**src/rtl/uart_pkg.sv**
```systemverilog
// Shared definitions for the console UART: receiver state encoding and the
// baud divisor helper used by both transmitter and receiver.
package uart_pkg;

  typedef enum logic [2:0] {
    IDLE  = 3'd0,
    START = 3'd1,
    DATA  = 3'd2,
    STOP  = 3'd3,
    BREAK = 3'd4
  } rx_state_e;

  // Single source of the divisor so TX and RX rates cannot drift apart.
  function automatic int clks_per_bit(input int freq, input int baud);
    return freq / baud;
  endfunction

endpackage

```
**src/rtl/sync_2ff.sv**
```systemverilog
// One-bit two-flop synchroniser for an asynchronous input; both stages reset
// to RST_VAL.
module sync_2ff #(
  parameter logic RST_VAL = 1'b1
) (
  input  logic clk,
  input  logic rstn,
  input  logic d,
  output logic q
);

  logic meta_r;
  logic sync_r;

  // Two-stage capture of the asynchronous input.
  always_ff @(posedge clk) begin
    if (!rstn) begin
      meta_r <= RST_VAL;
      sync_r <= RST_VAL;
    end else begin
      meta_r <= d;
      sync_r <= meta_r;
    end
  end

  assign q = sync_r;

endmodule

```
**src/rtl/uart_rx.sv**
```systemverilog
// 8N1 serial receiver with a one-entry valid/ready holding register and
// one-cycle frame-error and overrun pulses.
module uart_rx
  import uart_pkg::*;
#(
  parameter int FREQ = 27000000,
  parameter int BAUD = 115200
) (
  input  logic       clk_i,
  input  logic       rstn_i,
  input  logic       uart_rx_i,
  output logic [7:0] data_o,
  output logic       valid_o,
  input  logic       ready_i,
  output logic       frame_err_o,
  output logic       overrun_o
);

  localparam int CLKS_PER_BIT = clks_per_bit(FREQ, BAUD);
  localparam int HALF_BIT     = CLKS_PER_BIT / 2;
  localparam int CNT_W        = $clog2(CLKS_PER_BIT);
  localparam logic [CNT_W-1:0] HALF_LAST = CNT_W'(HALF_BIT - 1);
  localparam logic [CNT_W-1:0] BIT_LAST  = CNT_W'(CLKS_PER_BIT - 1);

  if (CLKS_PER_BIT < 4) begin : g_rate_check
    $error("uart_rx: FREQ/BAUD must be at least 4");
  end

  rx_state_e        state_r;
  logic [CNT_W-1:0] cnt_r;
  logic [2:0]       idx_r;
  logic [7:0]       shift_r;
  logic [7:0]       data_r;
  logic             valid_r;
  logic             frame_err_r;
  logic             overrun_r;
  logic             rx_s;

  sync_2ff #(
    .RST_VAL(1'b1)
  ) u_sync (
    .clk  (clk_i),
    .rstn (rstn_i),
    .d    (uart_rx_i),
    .q    (rx_s)
  );

  // Receive FSM, bit timing, shift register and holding register.
  always_ff @(posedge clk_i) begin
    if (!rstn_i) begin
      state_r     <= IDLE;
      cnt_r       <= '0;
      idx_r       <= 3'd0;
      shift_r     <= 8'h00;
      data_r      <= 8'h00;
      valid_r     <= 1'b0;
      frame_err_r <= 1'b0;
      overrun_r   <= 1'b0;
    end else begin
      frame_err_r <= 1'b0;
      overrun_r   <= 1'b0;
      // A delivery in the STOP branch below overrides this clear.
      if (valid_r && ready_i) begin
        valid_r <= 1'b0;
      end
      case (state_r)
        IDLE: begin
          if (!rx_s) begin
            state_r <= START;
            cnt_r   <= '0;
          end
        end
        START: begin
          if (cnt_r == HALF_LAST) begin
            cnt_r   <= '0;
            idx_r   <= 3'd0;
            state_r <= rx_s ? IDLE : DATA;
          end else begin
            cnt_r <= cnt_r + CNT_W'(1);
          end
        end
        DATA: begin
          if (cnt_r == BIT_LAST) begin
            cnt_r   <= '0;
            shift_r <= {rx_s, shift_r[7:1]};
            idx_r   <= idx_r + 3'd1;
            if (idx_r == 3'd7) begin
              state_r <= STOP;
            end
          end else begin
            cnt_r <= cnt_r + CNT_W'(1);
          end
        end
        STOP: begin
          if (cnt_r == BIT_LAST) begin
            cnt_r <= '0;
            if (rx_s) begin
              // Leave at mid-stop-bit so a back-to-back start edge is caught.
              state_r <= IDLE;
              if (!valid_r || ready_i) begin
                data_r  <= shift_r;
                valid_r <= 1'b1;
              end else begin
                overrun_r <= 1'b1;
              end
            end else begin
              frame_err_r <= 1'b1;
              state_r     <= BREAK;
            end
          end else begin
            cnt_r <= cnt_r + CNT_W'(1);
          end
        end
        BREAK: begin
          if (rx_s) begin
            state_r <= IDLE;
          end
        end
        default: begin
          state_r <= IDLE;
          cnt_r   <= '0;
        end
      endcase
    end
  end

  assign data_o      = data_r;
  assign valid_o     = valid_r;
  assign frame_err_o = frame_err_r;
  assign overrun_o   = overrun_r;

endmodule

```
**config.mk**
```make
export PLATFORM = sky130hd
export DESIGN_NAME = uart_rx
export DESIGN_NICKNAME = d
export VERILOG_FILES = /design/src/rtl/uart_pkg.sv /design/src/rtl/sync_2ff.sv /design/src/rtl/uart_rx.sv
export SDC_FILE = /design/constraint.sdc
export NUM_CORES = 1
export LEC_CHECK = 0
export ABC_CLOCK_PERIOD_IN_PS = 2420
export CAP_MARGIN = 20
export CORE_MARGIN = 5
export CORE_UTILIZATION = 56
export CTS_CLUSTER_SIZE = 40
export DETAILED_ROUTE_END_ITERATION = 6
export PLACE_DENSITY = 0.86
export SETUP_SLACK_MARGIN = 0.4
export SLEW_MARGIN = 20
export SYNTH_ARGS = -nofsm -noshare
export SYNTH_HDL_FRONTEND = slang
export SYNTH_SLANG_ARGS = --single-unit
```
**constraint.sdc**
```tcl
create_clock -name clk_i -period 2.42 [get_ports clk_i]
set_input_delay 0.484 -clock clk_i [delete_from_list [all_inputs] [get_ports clk_i]]
set_output_delay 0.484 -clock clk_i [all_outputs]
set_load 0.005 [all_outputs]
```
# Word-level counts from Yosys, hierarchy flattened
# Index checks and enable logic that the tools add are counted.
# classes
add_sub_neg	2
n_mul	0
div	0
magnitude_cmp	0
n_eq_ne	13
n_shift	0
mux	23
bitwise_logic	1
reduce_logical	13
# op_table
operator	n
$pmux 8 s4	1
$mux 3	9
$mux 8	3
$pmux 3 s5	1
$ne 2x2->1 const B	5
$add 8x1->8 const B	1
$eq 8x7->1 const B	1
$eq 8x8->1 const B	1
$reduce_and 4->1	2
$mux 1	7
$eq 3x2->1 const B	2
$eq 3x3->1 const B	2
$pmux 3 s2	1
$reduce_and 3->1	2
$reduce_and 6->1	1
$reduce_and 2->1	2
$add 3x1->3 const B	1
$eq 3x1->1 const B	1
$logic_not 3->1	1
$mux 2	1
$ne 2x1->1 const B	1
$reduce_bool 2->1	1
$reduce_or 2->1	1
$logic_and 1x1->1	1
3 further kinds	3
# totals
regBits	35
latch_bits	0
ram_bits	0
rom_bits	0
in_bits	4
output_inout_bits	11
wordCells	62
memories	0

# Logic depth before layout (Yosys ltp)
# Gate-level depths: netlist (run 1).
# depth
depth_word	6
depth_mapped	7
mapped_depth_nobuf	6

# Cells and area by module
# From an unflattened synthesis (run 1), not the netlist that was laid out.
# unflattened
cells_unflattened	185
hier_area_um2	1672.9
# modules_own_cells
module	n_inst	cells_per_inst	area_per_inst_um2	seq_area_each_um2
uart_rx	1	181	1620.3	660.6
sync_2ff	1	4	52.6	40.0

# Least setup slack after synthesis (run 1)
# Ideal clock, no wire load.
# synth_timing
path_type	reg2reg
startpoint	reg state_r[1]
endpoint	reg idx_r[0]
setup_time_ns	0.115
arrival_ns	1.639
required_time_ns	2.305
path_slack_ns	0.666
stages_incl_launch_ff	6
n_path_buf	1
synth_period_minus_slack_ns	1.754
cell_sequence	dfxtp_1 -> clkbuf_2 -> or3b_1 -> or4_4 -> and3_4 -> o21a_1
# synth_between
elab_chain_cells	3
word_cells_on_any_way	7
cone_classes	eq/ne: 4; mux: 1; reduce/logical: 2
# synth_lines
item	line_no	rtl
start, declared	uart_rx.sv:29	rx_state_e state_r;
start signal, assigned	uart_rx.sv:77	state_r <= rx_s ? IDLE : DATA;
$eq 3x2->1 / $eq 3x1->1 (equally long branches)	uart_rx.sv:66	case (state_r)
$ne 2x2->1 (no source line) / $reduce_bool 2->1 (equally long branches)	-	
$reduce_and 3->1 (no source line)	-	
end signal, assigned	uart_rx.sv:86	idx_r <= idx_r + 3'd1;
end, declared	uart_rx.sv:31	logic [2:0] idx_r;
# Several ways; a longest one is shown, not always the timed one.
# A chain may end at the register's enable or synchronous reset.

# Worst setup path in the final report (run 1)
# layout_timing
startpoint	reg cnt_r[1]
endpoint	reg state_r[0]
# layout_between
elab_chain_cells	3
word_cells_on_any_way	6
cone_classes	eq/ne: 5; reduce/logical: 1
# layout_lines
item	line_no	rtl
start, declared	uart_rx.sv:30	logic [CNT_W-1:0] cnt_r;
start signal, assigned	uart_rx.sv:79	cnt_r <= cnt_r + CNT_W'(1);
start signal, assigned	uart_rx.sv:91	cnt_r <= cnt_r + CNT_W'(1);
start signal, assigned	uart_rx.sv:111	cnt_r <= cnt_r + CNT_W'(1);
$eq 8x8->1 / $eq 8x7->1 (equally long branches)	uart_rx.sv:83, uart_rx.sv:95, uart_rx.sv:74	
$ne 2x2->1 (no source line)	-	
$reduce_and 6->1 (no source line) *	-	
# Mark *: on every way between the ends. The rest lies on a longest branch, timed or not.

==> metrics.md, run 1 <==
| Metric | Value |
|---|---|
| TritonRoute pass-1 iters | `4` |
| Seq cells post-synth | `35` |
| Port bufs | `14` |
| Commonest cells after routing, fill and taps aside | `dfxtp_1 (34), nand2_1 (27), mux2i_1 (16)` |
| F_max | `~530 MHz` |
| Unrepaired setup endpoints after global routing | `false` |
| Worst-path maximum fanout | `14` |
| Mapped Avg Cell Area | `about 9 um^2` |
| Minimum clock period | `between 1.5 and 2 ns` |
| Placeable Area | `around 2800 um^2` |
| Cell count after synthesis | `184` |
| CTS buffer count | `5` |
| Row count | `19` |
| # fillers | `roughly 240` |
| Vias in the first global route | `approximately 1100` |
| Status | `finished clean` |
| Initial antenna violation count | `0` |
| Wire per inst | `between 10 and 15 um` |
| Post-synth EDFFs | `0` |
| Part of the cycle the worst path needs | `0.776` |
| Setup bufs post-CTS | `0` |
| FF-to-FF setup slack | `approximately 0.54 ns` |
| Clock tree buffer depth | `2` |
| Max-slew headroom | `0.674` |
| Yosys warning count | `0` |
| Final hold vios | `0` |
| CTS sink count | `35` |
| Most Crowded Layer GR | `met2` |
| GRT overflow | `0` |
| Crit. End Element | `flip-flop` |
| Ys async rst share | `0` |
| PD cells | `~500 nW/um^2` |
| Hold Path Class | `reg -> reg` |
| Clk slew on worst S/H paths | `between 0.1 and 0.15 ns` |
| HPWL Detailed | `around 2300 um` |
| All-Layer GR Usage | `0.155` |
| Fin Setup TNS | `0 ns` |
| Grt met3 use | `0.0586` |
| Crit path launch type | `flip-flop` |
| Seq/Total Area, Yosys | `0.434` |
| Fraction of layout cells with a size suffix above 1 | `0.101` |
| Number of I/O pins | `15` |
| Slew Viols, Final | `0` |
| Hold Slack | `around 0.42 ns` |
| GRT met2 Usage | `0.259` |
| Crit path launch | `cnt_r[1]` |
| Die ar. | `4050 um^2` |
| Largest net degree at the start of global routing | `25` |
| CP required | `2.68 ns` |
| RD Place Congestion | `between 0.9 and 1` |
| Crit path DAT | `about 2.1 ns` |
| Number of inserted diodes | `0` |
| Antenna-violating nets left | `0` |
| GRT met1 Usage | `0.195` |
| Die Y | `approximately 64 um` |
| Leakage | `approximately 0.63 nW` |
| WL final | `between 3000 and 4000 um` |
| Clock Latency Late Sink | `roughly 0.32 ns` |
| Cell Area, Synth | `1610 um^2` |
| First-pass GRT wire length | `approximately 5200 um` |
| Maxcap violations | `0` |
| Reg2reg path depth | `6` |
| Setup crit end | `state_r[0]` |
| Final Skew | `about 0.0097 ns` |
| Final #Nets | `between 200 and 250` |
| Distinct cells, synth | `37` |
| Syn nets | `between 150 and 200` |
| Vias per cell | `between 5 and 6` |
| Hold-fix buffers, CTS | `0` |
| Via count | `1349` |
| Reg2reg end | `state_r[0]` |
| Setup-failing EPs final | `0` |
| Most common cell after layout, fill and taps aside | `dfxtp_1` |
| Die W | `63.7 um` |
| Top FF cell, synth | `dfxtp_1` |
| Worst VDD drop | `approximately 0.6 mV` |
| CTS root buffer | `clkbuf_4` |
| H-tree Lvls | `2` |
| R2R Path Start | `cnt_r[1]` |
| Initial Util | `0.585` |
| DRT iter0 DRCs | `37` |
| Worst-Margin Slew | `0.487 ns` |
| CTS tree | `built` |
| Critical setup path kind | `reg -> reg` |
| Syn-to-layout area delta | `14.4%` |
| Drc violations | `0` |
[cells by family after synthesis]
family                   synth area share
adder cells (fa/ha/maj)            0.0388
multiplexers                       0.0993
AO/OA/AOI/OAI                       0.137
AND/OR/NAND/NOR                     0.254
buffers and inverters              0.0365
flip-flops                          0.434
[what timing repair did]
action	CTS	global route
endpoints found under the setup margin	11	10
gates resized for setup	1	3
cloned	0	0
[worst min path at each step]
| stage | startpoint | to | slack [ns] | cells after the start |
|---|---|---|---|---|
| global placement | u_sync.meta_r | u_sync.q | 0.39 | 1 |
| floorplan | u_sync.meta_r | u_sync.q | 0.39 | 1 |
| CTS | u_sync.meta_r | u_sync.q | 0.42 | 1 |
| finish | u_sync.meta_r | u_sync.q | 0.42 | 1 |
| global route | u_sync.meta_r | u_sync.q | 0.45 | 1 |
| detailed placement | u_sync.meta_r | u_sync.q | 0.40 | 1 |
[where the power goes]
| group | internal, W | switching [W] | total (W) |
|---|---|---|---|
| clock | 0.000111 | 0.000197 | 0.000308 |
| sequential | 0.000579 | 0.00000424 | 0.000583 |
| combinational | 0.0000128 | 0.0000218 | 0.0000347 |
[cell type report]
cell class,instances,area (um^2),share of cell area
Tap cell,31,38.8,0.0210
Multi-Input combinational cell,134,866,0.469
Sequential cell,35,702,0.380
Timing Repair Buffer,17,163,0.0881
Clock buffer,5,37.5,0.0203
Inverter,5,18.8,0.0102
Clock inverter,3,20.0,0.0108
[flip-flops by register name, summed over array words and instances, names as in the netlist]
name	count
shift_r	8
u_sync.meta_r	1
cnt_r	8
frame_err_o	1
idx_r	3
valid_o	1
state_r	3
overrun_o	1
u_sync.q	1
data_o	8
[stage by stage]
stage	area (um^2)	cells	utilization	setup WS [ns]	total power, W
global route	1850	230	0.669	0.407	0.000972
finish	1850	230	0.669	0.542	0.000926
detailed placement	1770	222	0.643	0.340	0.000631
floorplan	1610	184	-	0.666	0.000618
global placement	1770	222	0.643	0.467	0.000629
CTS	1840	230	0.666	0.491	0.000935
[cell usage after synthesis (4+ instances only)]
library cell | count | area [um^2]
o22ai_1 | 5 | 31.3
dfxtp_1 | 35 | 701
nor3_1 | 5 | 25.0
a21oi_1 | 12 | 60.1
o21ai_0 | 4 | 20.0
nand2_1 | 27 | 101
ha_1 | 5 | 62.6
o21a_1 | 6 | 45.0
mux2i_1 | 16 | 160
nand3_1 | 7 | 35.0
nor2_1 | 15 | 56.3
inv_1 | 5 | 18.8
clkbuf_1 | 8 | 30.0
[metal layers]
metal / vias to the layer above / wire (um)
met5: - / 0
met2: 35 / 1570
met1: 637 / 1430
met3: 0 / 171
met4: 0 / 0
li1: 677 / -
[worst max-delay path, stage by stage (launching register included)]
cell     delay, ns
dfxtp_1       0.36
inv_1         0.08
ha_1          0.14
and4_1        0.33
a21oi_4       0.15
or4_2         0.63
a21oi_1       0.13
Power figures use the tool's default switching activity.
==> run 2, diff against run 1 <==
--- a/config.mk
+++ b/config.mk
@@ -5,13 +5,13 @@
 export SDC_FILE = /design/constraint.sdc
 export NUM_CORES = 1
 export LEC_CHECK = 0
-export ABC_CLOCK_PERIOD_IN_PS = 2420
+export ABC_CLOCK_PERIOD_IN_PS = 1700
 export CAP_MARGIN = 20
 export CORE_MARGIN = 5
-export CORE_UTILIZATION = 56
+export CORE_UTILIZATION = 50
 export CTS_CLUSTER_SIZE = 40
 export DETAILED_ROUTE_END_ITERATION = 6
-export PLACE_DENSITY = 0.86
+export PLACE_DENSITY = 0.82
 export SETUP_SLACK_MARGIN = 0.4
 export SLEW_MARGIN = 20
 export SYNTH_ARGS = -nofsm -noshare
==> constraint.sdc (replaced) <==
create_clock -name clk_i -period 1.7 [get_ports clk_i]
set_input_delay 0.34 -clock clk_i [delete_from_list [all_inputs] [get_ports clk_i]]
set_output_delay 0.34 -clock clk_i [all_outputs]
set_load 0.005 [all_outputs]
==> metrics.md, run 2 (synthesized netlist as in run 1, its figures left out) <==
| Metric | Value |
|---|---|
| Max-slew headroom | `0.652 (-0.0229)` |
| WL final | `5190 um (+64%)` |
| Number of I/O pins | `15 (unchanged)` |
| PD cells | `663 nW/um^2 (+32%)` |
| CP required | `1.98 ns (-0.70 ns)` |
| Leakage | `0.931 nW (+48%)` |
| Logic gate share of total power | `0.054 (+0.017)` |
| Final #Nets | `239 (+15%)` |
| Clock tree buffer depth | `2 (unchanged)` |
| Setup WS post-layout | `-0.0284 ns (-0.571 ns)` |
| Worst-path maximum fanout | `7 (-7)` |
| Part of the cycle the worst path needs | `1.02 (+0.241)` |
| Status | `complete, but fails checks` |
| Initial Util | `0.524 (-0.0609)` |
| # fillers | `201 (-15%)` |
| Crit path launch type | `flip-flop` |
| GRT overflow | `0 (unchanged)` |
| Die ar. | `4460 um^2 (+10%)` |
| Family with the most delay on the worst path | `compound AO/OA/AOI/OAI gates` |
| Final Skew | `0.00976 ns (+0.0000249 ns)` |
| Clock power share | `0.431 (+0.098)` |
| Drc violations | `0 (unchanged)` |
| Final hold vios | `0 (unchanged)` |
| CTS buffer count | `5 (unchanged)` |
| CTS root buffer | `clkbuf_4` |
| Critical Path Slowest Stage Cell | `o31a_4` |
| DRT iter0 DRCs | `141 (+280%)` |
| CTS sink count | `35 (unchanged)` |
| Wire per inst | `18.9 um (+37%)` |
| Clock Latency Late Sink | `0.35 ns (+0.03 ns)` |
| Worst-Margin Slew | `0.517 ns (+0.0299 ns)` |
| Crit path DAT | `2.00 ns (-0.14 ns)` |
| CP cell instances | `inv_2, ha_1, nand4b_1, o31a_4, or3_1, a21oi_1` |
| Worst VDD drop | `0.620 mV (+0.81%)` |
| NetSw | `0.000347 W (+56%)` |
| Largest net degree at the start of global routing | `19 (-24%)` |
| Commonest cells after routing, fill and taps aside | `nand2_1 (27), buf_4 (22), dfxtp_1 (17)` |
| Vias per cell | `6.11 (+4.2%)` |
| H-tree Lvls | `2 (unchanged)` |
| Antenna-violating nets left | `0 (unchanged)` |
| First-pass GRT wire length | `7680 um (+47%)` |
| Failing checks | `negative setup slack` |
| Crit. End Element | `flip-flop` |
| Most common cell after layout, fill and taps aside | `nand2_1` |
| Initial antenna violation count | `0 (unchanged)` |
| Slew Viols, Final | `0 (unchanged)` |
| Number of inserted diodes | `0 (unchanged)` |
| Worst slack at placement | `0.0454 ns (-0.294 ns)` |
| Unrepaired setup endpoints after global routing | `true` |
| Sw frac | `0.216 (-0.0248)` |
| CTS tree | `built` |
| RD Place Congestion | `0.841 (-7.8%)` |
| Internal power | `0.00126 W (+79%)` |
| Worst path bufs/invs | `1 (unchanged)` |
| Die Y | `66.8 um (+4.9%)` |
| Pwr Total | `0.00161 W (+73%)` |
| Setup-failing EPs final | `2 (+2)` |
| Fraction of layout cells with a size suffix above 1 | `0.411 (+0.311)` |
| Reg power frac | `0.515 (-0.115)` |
| Hold Path Class | `reg -> reg` |
| Worst path max stage delay | `0.39 ns (-0.24 ns)` |
| Vias in the first global route | `1590 (+39%)` |
| Syn-to-layout area delta | `50.2%` |
| Via count | `1681 (+25%)` |
| Die W | `66.8 um (+4.9%)` |
| Maxcap violations | `0 (unchanged)` |
| F_max | `579 MHz (+8.6%)` |
| All-Layer GR Usage | `0.230 (+0.0749)` |
| Minimum clock period | `1.73 ns (-0.149 ns)` |
| Clk slew on worst S/H paths | `0.11 ns (about the same)` |
| HPWL Detailed | `2570 um (+13%)` |
| TritonRoute pass-1 iters | `5 (+1)` |
| Row count | `20 (+1)` |
| Critical setup path kind | `reg -> reg` |
| Hold-fix buffers, CTS | `0 (unchanged)` |
| Port bufs | `14 (unchanged)` |
| Placeable Area | `3080 um^2 (+12%)` |
## run 2: cell count changes in the layout (fill, tap and decap cells not counted), moves of 4 or more
cell,previous run,this run
buf_6,0,9
buf_4,3,22
dfxtp_1,34,17
clkdlybuf4s15_1,0,8
o22ai_1,5,0
dfxtp_2,1,16
a21oi_1,11,7
clkdlybuf4s50_1,14,3
a21oi_2,0,4
## run 2: per-layer routing
layer	vias to the layer above	share of wire	global-route usage
met5	-	0	0
met4	0	0.048	0.114
met3	38	0.078	0.0641
met2	121	0.49	0.377
met1	773	0.39	0.271
li1	749	-	-
## run 2: worst paths after layout
| check | slack (ns) | end | start | depth (start not counted) |
|---|---|---|---|---|
| worst max-delay path | -0.03 | state_r[2] | cnt_r[0] | 6 |
| worst min register to register | 0.43 | u_sync.q | u_sync.meta_r | 1 |
| worst min-delay path | 0.43 | u_sync.q | u_sync.meta_r | 1 |
| worst max register to register | -0.03 | state_r[2] | cnt_r[0] | 6 |
## run 2: layout make-up
type | instances | area (um^2) | share of cell area
sequential | 35 | 728 | 0.301
multi-input combinational | 135 | 1060 | 0.440
clock inverter | 1 | 30.0 | 0.0124
inverter | 5 | 18.8 | 0.00775
timing repair buffer | 48 | 459 | 0.190
clock buffer | 7 | 66.3 | 0.0274
tap | 44 | 55.1 | 0.0227
## run 2: through the flow
step,setup TNS (ns),hold slack [ns],std cells,utilization,instance area [um^2]
final,-0.0303,0.426,275,0.787,2420
after detailed placement,0,0.400,240,0.619,1910
after global routing,-0.158,0.448,275,0.787,2420
after CTS,0,0.430,267,0.741,2280
after global placement,0,0.393,240,0.619,1910
after floorplan,0,0.386,184,-,1710
## run 2: power by group through the flow
stage          clock network, W  logic (W)  registers, W
6_report               0.000692  0.0000867      0.000827
5_1_grt                0.000745  0.0000930      0.000828
4_1_cts                0.000701  0.0000769      0.000828
3_5_place_dp                  0  0.0000594      0.000848
3_3_place_gp                  0  0.0000578      0.000847
2_1_floorplan                 0  0.0000400      0.000846
## run 2: what timing repair did
| action | CTS | global route |
|---|---|---|
| hold endpoints to repair | 0 | 0 |
| cloned | 1 | 0 |
| endpoints found under the setup margin | 43 | 43 |
| pin swaps | 15 | 8 |
| setup buffers | 18 | 8 |
| gates resized for setup | 44 | 30 |
